[src/rtl/pc_unit.sv]
// pc_unit: program counter for the RiSC-16 fetch stage.
// Holds the PC, produces PC+1 and selects the next PC from the sequential,
// branch-immediate, ALU-jump or return-stack source, with stall support.
// Optional feature macro PC_RAS_EN: when defined, a circular return-address
// stack handles call/return; when undefined, sel=11 falls back to PC+1,
// call is ignored and the stack flags are constant (empty=1, full=0, err=0).
module pc_unit #(
   parameter int               WIDTH        = 16,
   parameter logic [WIDTH-1:0] RESET_VECTOR = '0,
   parameter int               RAS_DEPTH    = 4
) (
   input  logic             clk,
   input  logic             rst,
   input  logic             stall,
   input  logic [1:0]       sel,
   input  logic [WIDTH-1:0] imm_target,
   input  logic [WIDTH-1:0] alu_target,
   input  logic             call,
   output logic [WIDTH-1:0] pc,
   output logic [WIDTH-1:0] pc_plus1,
   output logic             ras_empty,
   output logic             ras_full,
   output logic             ras_err
);

   logic [WIDTH-1:0] pc_reg;
   logic [WIDTH-1:0] pc_next;

   assign pc       = pc_reg;
   assign pc_plus1 = pc_reg + WIDTH'(1);

`ifdef PC_RAS_EN
   localparam int PTR_W = $clog2(RAS_DEPTH);
   localparam int CNT_W = $clog2(RAS_DEPTH + 1);

   // Entry storage; top_reg indexes the most recently pushed entry.
   logic [WIDTH-1:0] ras_mem [RAS_DEPTH];
   logic [PTR_W-1:0] top_reg, top_next;
   logic [CNT_W-1:0] count_reg, count_next;
   logic             err_reg, err_next;
   logic             wr_en;
   logic [PTR_W-1:0] wr_addr;
   logic             ras_has;
   logic             ras_is_full;

   assign ras_has     = (count_reg != '0);
   assign ras_is_full = (count_reg == CNT_W'(RAS_DEPTH));
   assign ras_empty   = ~ras_has;
   assign ras_full    = ras_is_full;
   assign ras_err     = err_reg;

   // Next-PC selection plus push/pop bookkeeping; a stall freezes everything.
   always_comb begin
      pc_next    = pc_reg;
      top_next   = top_reg;
      count_next = count_reg;
      err_next   = err_reg;
      wr_en      = 1'b0;
      wr_addr    = top_reg + 1'b1;
      if (!stall) begin
         case (sel)
            2'b00:   pc_next = pc_plus1;
            2'b01:   pc_next = imm_target;
            2'b10:   pc_next = alu_target;
            default: pc_next = ras_has ? ras_mem[top_reg] : pc_plus1;
         endcase
         if (sel == 2'b11) begin
            if (!ras_has) begin
               // Underflow: fall through to PC+1; a simultaneous call still pushes.
               err_next = 1'b1;
               if (call) begin
                  wr_en      = 1'b1;
                  top_next   = top_reg + 1'b1;
                  count_next = CNT_W'(1);
               end
            end else if (call) begin
               // Return and call together: replace the top entry in place.
               wr_en   = 1'b1;
               wr_addr = top_reg;
            end else begin
               top_next   = top_reg - 1'b1;
               count_next = count_reg - 1'b1;
            end
         end else if (call) begin
            // Push; when full the write lands on the oldest slot.
            wr_en    = 1'b1;
            top_next = top_reg + 1'b1;
            if (ras_is_full) begin
               err_next = 1'b1;
            end else begin
               count_next = count_reg + 1'b1;
            end
         end
      end
   end

   // Stack entry write; contents are don't-care after reset, so no reset here.
   always_ff @(posedge clk) begin
      if (wr_en && !rst) begin
         ras_mem[wr_addr] <= pc_plus1;
      end
   end

   // Stack pointer, occupancy and sticky error state.
   always_ff @(posedge clk or posedge rst) begin
      if (rst) begin
         top_reg   <= '0;
         count_reg <= '0;
         err_reg   <= 1'b0;
      end else begin
         top_reg   <= top_next;
         count_reg <= count_next;
         err_reg   <= err_next;
      end
   end
`else
   logic unused_cfg;
   assign unused_cfg = call ^ (RAS_DEPTH == 0);

   assign ras_empty = 1'b1;
   assign ras_full  = 1'b0;
   assign ras_err   = 1'b0;

   // Next-PC selection without a return stack: sel=11 behaves as sequential.
   always_comb begin
      pc_next = pc_reg;
      if (!stall) begin
         case (sel)
            2'b01:   pc_next = imm_target;
            2'b10:   pc_next = alu_target;
            default: pc_next = pc_plus1;
         endcase
      end
   end
`endif

   // Architectural PC register.
   always_ff @(posedge clk or posedge rst) begin
      if (rst) begin
         pc_reg <= RESET_VECTOR;
      end else begin
         pc_reg <= pc_next;
      end
   end

endmodule

[config.mk]
export PLATFORM = sky130hd
export DESIGN_NAME = pc_unit
export DESIGN_NICKNAME = d
export VERILOG_FILES = /design/src/rtl/pc_unit.sv
export SDC_FILE = /design/constraint.sdc
export NUM_CORES = 1
export LEC_CHECK = 0
export CORE_UTILIZATION = 32
export DETAILED_ROUTE_END_ITERATION = 10
export HOLD_SLACK_MARGIN = 0.1
export PLACE_DENSITY = 0.68
export SETUP_SLACK_MARGIN = 0.3
export SLEW_MARGIN = 20
export SYNTH_ARGS = -nofsm -noshare
export SYNTH_HDL_FRONTEND = slang
export SYNTH_SLANG_ARGS = --single-unit
[constraint.sdc]
create_clock -name clk -period 1.7 [get_ports clk]
set_input_delay 0.34 -clock clk [delete_from_list [all_inputs] [get_ports clk]]
set_output_delay 0.34 -clock clk [all_outputs]
set_load 0.03 [all_outputs]
==> results.md <==
- Number of CTS-inserted buffers: 3
- Post-place setup slack: -306 ps
- Share of power burned in registers: 22.3%
- DP HPWL: 3.72 mm
- Clock share of power: 13.3%
- Clock tree root driver cell: sky130_fd_sc_hd__clkbuf_8
- Most numerous cell in the Yosys netlist: sky130_fd_sc_hd__dfrtp_1
- Post-synthesis register bit count: 16
- Synth-to-Final Area Change: 108%
- Power dissipated by switching net loads: 0.00116 W
- Fraction of the yosys area taken by sequential cells: 26.9%
- Area of the die: 4930 sq um
- Syn_area_per_cell: 9.14 sq um
- Via count: 1,766
- Max VDD drop: 0.457 mV
- Endpoint class of the critical path: primary output
- Setup repair after global routing missed its margin: yes
- Post-detailed-route wirelength per cell: 17.1 um
- Fraction of power consumed by combinational cells: 64.4%
- Worst-case clock skew: 1.18 ps
- Final standard cell utilization of the core: 70.2%
- Period utilisation layout: 119%
- Arrival time of the worst setup path: 1680 ps
- Number of enable-type register cells in the synthesized netlist: 0
- Flip-flop count of the largest register after layout: 16
- Die X: 70.2 um
- Final standard cell count with taps included and fillers excluded: 335
- Number of synthesis warnings: 0
- Global placement routability congestion: 0.789
- Maximum clock path buffer count: 2
- Worst setup path startpoint: pc[4]$_DFFE_PP0N_
- Area share of the largest cell type after synthesis: 26.9%
- Antenna Violating Nets Remaining: 0
- Post-layout worst setup margin: -316 ps
- Io pins: 73
- Startpoint Class: register
- Switching power as a share of total power: 44.0%
- Critical path fanouts, max: 4
- Number of antenna violations at the first check in global routing: 0
- Cell area power density: 854 nW/um^2
- Post-synthesis async set-or-reset flop share: 100%
- Total detailed-routing wirelength: 5.72 mm
- Class of the tightest hold or removal check: input port to asynchronous set/reset pin
- Vertical extent of the die: 70.2 um
- Count of hold buffers inserted by post-cts repair: 0
- Area of the core: 4410 sq um
- Number of fill cells in the layout: 332
- Clock tree from TritonCTS: done
- P_int: 0.00148 W
- # DRC: 0
- Level count of the clock H-tree: 1
- Number of violations of the max-capacitance limit: 0
- Instance count after placement with tap cells included: 313
- Overall power after layout: 0.00265 W
- Largest net degree at the start of global routing: 17
- Synth cell types: 47
- # setup viols final: 15
- Internal reg-to-reg setup slack: -90 ps
- Number of search-and-repair iterations in the first detailed-routing pass: 4
- Via count of the first global-routing pass: 1,754
- Violated checks: negative setup slack
- Leakage component of the power: 1.35 nW
- Classification of the worst setup path: register to primary output
- Starting density of the core: 33.8%
- Total global routing track utilization: 21.8%
- Peak Freq: 0.496 GHz
- GRT Residual Overflow: 0
- Area of the mapped netlist: 1490 sq um
- Final Max Tran Viols: 0
- Final hold violations: 0
- Most area-hungry cell type in the Yosys netlist: sky130_fd_sc_hd__dfrtp_1
- Number of I/O port buffers: 68
- First-pass GRT wire length: 8.54 mm
- Reg-to-reg startpoint: pc[0]$_DFFE_PP0N_
- Share of cells above drive strength 1: 61.8%
- Clock transition at the register clock pins on the worst setup and hold paths after CTS: 70 ps
- Critical path data required time: 1360 ps
- Synthesized instance count: 163
- Final critical path time including I/O delays and setup: 2020 ps
- Mean number of vias per cell: 5.27
- Ranking of synthesized cells by instance count: sky130_fd_sc_hd__dfrtp_1, sky130_fd_sc_hd__nand2_1, sky130_fd_sc_hd__o21ai_0
- Diodes inserted: 0
- Detailed Route Iter0 Violations: 127
- Clock net sink count: 16
- Standard cell area after detailed placement: 2630 sq um
- Run status: complete, but fails checks
- Clock Latency Late Sink: 250 ps
- Net total in the final layout: 325
- Main area contributors after synthesis: sky130_fd_sc_hd__dfrtp_1, sky130_fd_sc_hd__clkbuf_8, sky130_fd_sc_hd__a221oi_1
- Most used DFF post-synth: sky130_fd_sc_hd__dfrtp_1
- Finished layout cell area: 3100 sq um
- Row count: 24
## area by class of cell
cell class                      instances  area (sq um)  area share [%]
Timing Repair Buffer                  134          1210            39.0
Sequential cell                        16           419            13.5
Inverter                                8          30.0           0.969
Clock buffer                            4          55.1            1.78
Tap cell                               52          65.1            2.10
Multi-Input combinational cell        121          1320            42.6
## cells in the final DEF (no fill, tap or decap), drive strengths merged, types with 7 or more instances in the layout
cell type	count
a221oi	9
buf	97
clkdlybuf4s50	34
dfrtp	16
inv	8
nand2	10
nand3	7
nor2	8
o21ai	10
xnor2	8
## path summary, 6_finish.rpt
check / depth (start not counted) / to
worst max-delay path: 6 / pc_plus1[15]
worst min-delay path: 3 / pc[4]$_DFFE_PP0N_
max in group asynchronous: 3 / pc[5]$_DFFE_PP0N_
min in group clk: 1 / pc[15]$_DFFE_PP0N_
worst max register to register: 6 / pc[13]$_DFFE_PP0N_
worst min register to register: 1 / pc[15]$_DFFE_PP0N_
## stage by stage
| step | hold WS [ps] | TNS [ps] |
|---|---|---|
| 6_report | 405 | -2940 |
| 5_1_grt | 442 | -3750 |
| 4_1_cts | 405 | -2720 |
| 3_5_place_dp | 578 | -3820 |
| 3_3_place_gp | 563 | -3260 |
| 2_1_floorplan | 253 | -1520 |
## critical path: stages, from the launching register on
cell                      delay (ps)
sky130_fd_sc_hd__dfrtp_2         410
sky130_fd_sc_hd__nand4_4         140
sky130_fd_sc_hd__buf_8           170
sky130_fd_sc_hd__nor4_4          230
sky130_fd_sc_hd__buf_4           180
sky130_fd_sc_hd__xor2_2          140
sky130_fd_sc_hd__buf_6           150
## power by group through the flow
stage,registers [W],clock network (W),logic [W]
floorplan,0.000761,0,0.000708
global placement,0.000575,0,0.00148
detailed placement,0.000578,0,0.00149
CTS,0.000578,0.000354,0.00157
global route,0.000597,0.000380,0.00179
finish,0.000590,0.000353,0.00170
## metal layers
layer | part of all wire (%) | vias to the layer above | GRT usage [%]
li1 | - | 850 | -
met1 | 43 | 853 | 27.4
met2 | 52 | 57 | 38.9
met3 | 3.8 | 6 | 2.89
met4 | 1.1 | 0 | 5.33
met5 | 0 | - | 0
## logic make-up (layout without fill, tap and decap cells)
| kind of cell | after synthesis | count (layout) | synth area share (%) |
|---|---|---|---|
| multiplexers | 3 | 3 | 2.02 |
| buffers and inverters | 27 | 146 | 14.0 |
| other | 2 | 3 | 0.504 |
| AO/OA/AOI/OAI | 57 | 57 | 29.2 |
| XOR/XNOR | 14 | 14 | 8.23 |
| flip-flops | 16 | 16 | 26.9 |
| AND/OR/NAND/NOR | 41 | 41 | 16.6 |
| adder cells (fa/ha/maj) | 3 | 3 | 2.52 |
## repair_timing
item,CTS,global route
buffers inserted,11,7
pin swaps,18,11
gates resized for setup,134,40
setup endpoints to repair,48,37
(Power assumes the default switching activity.)
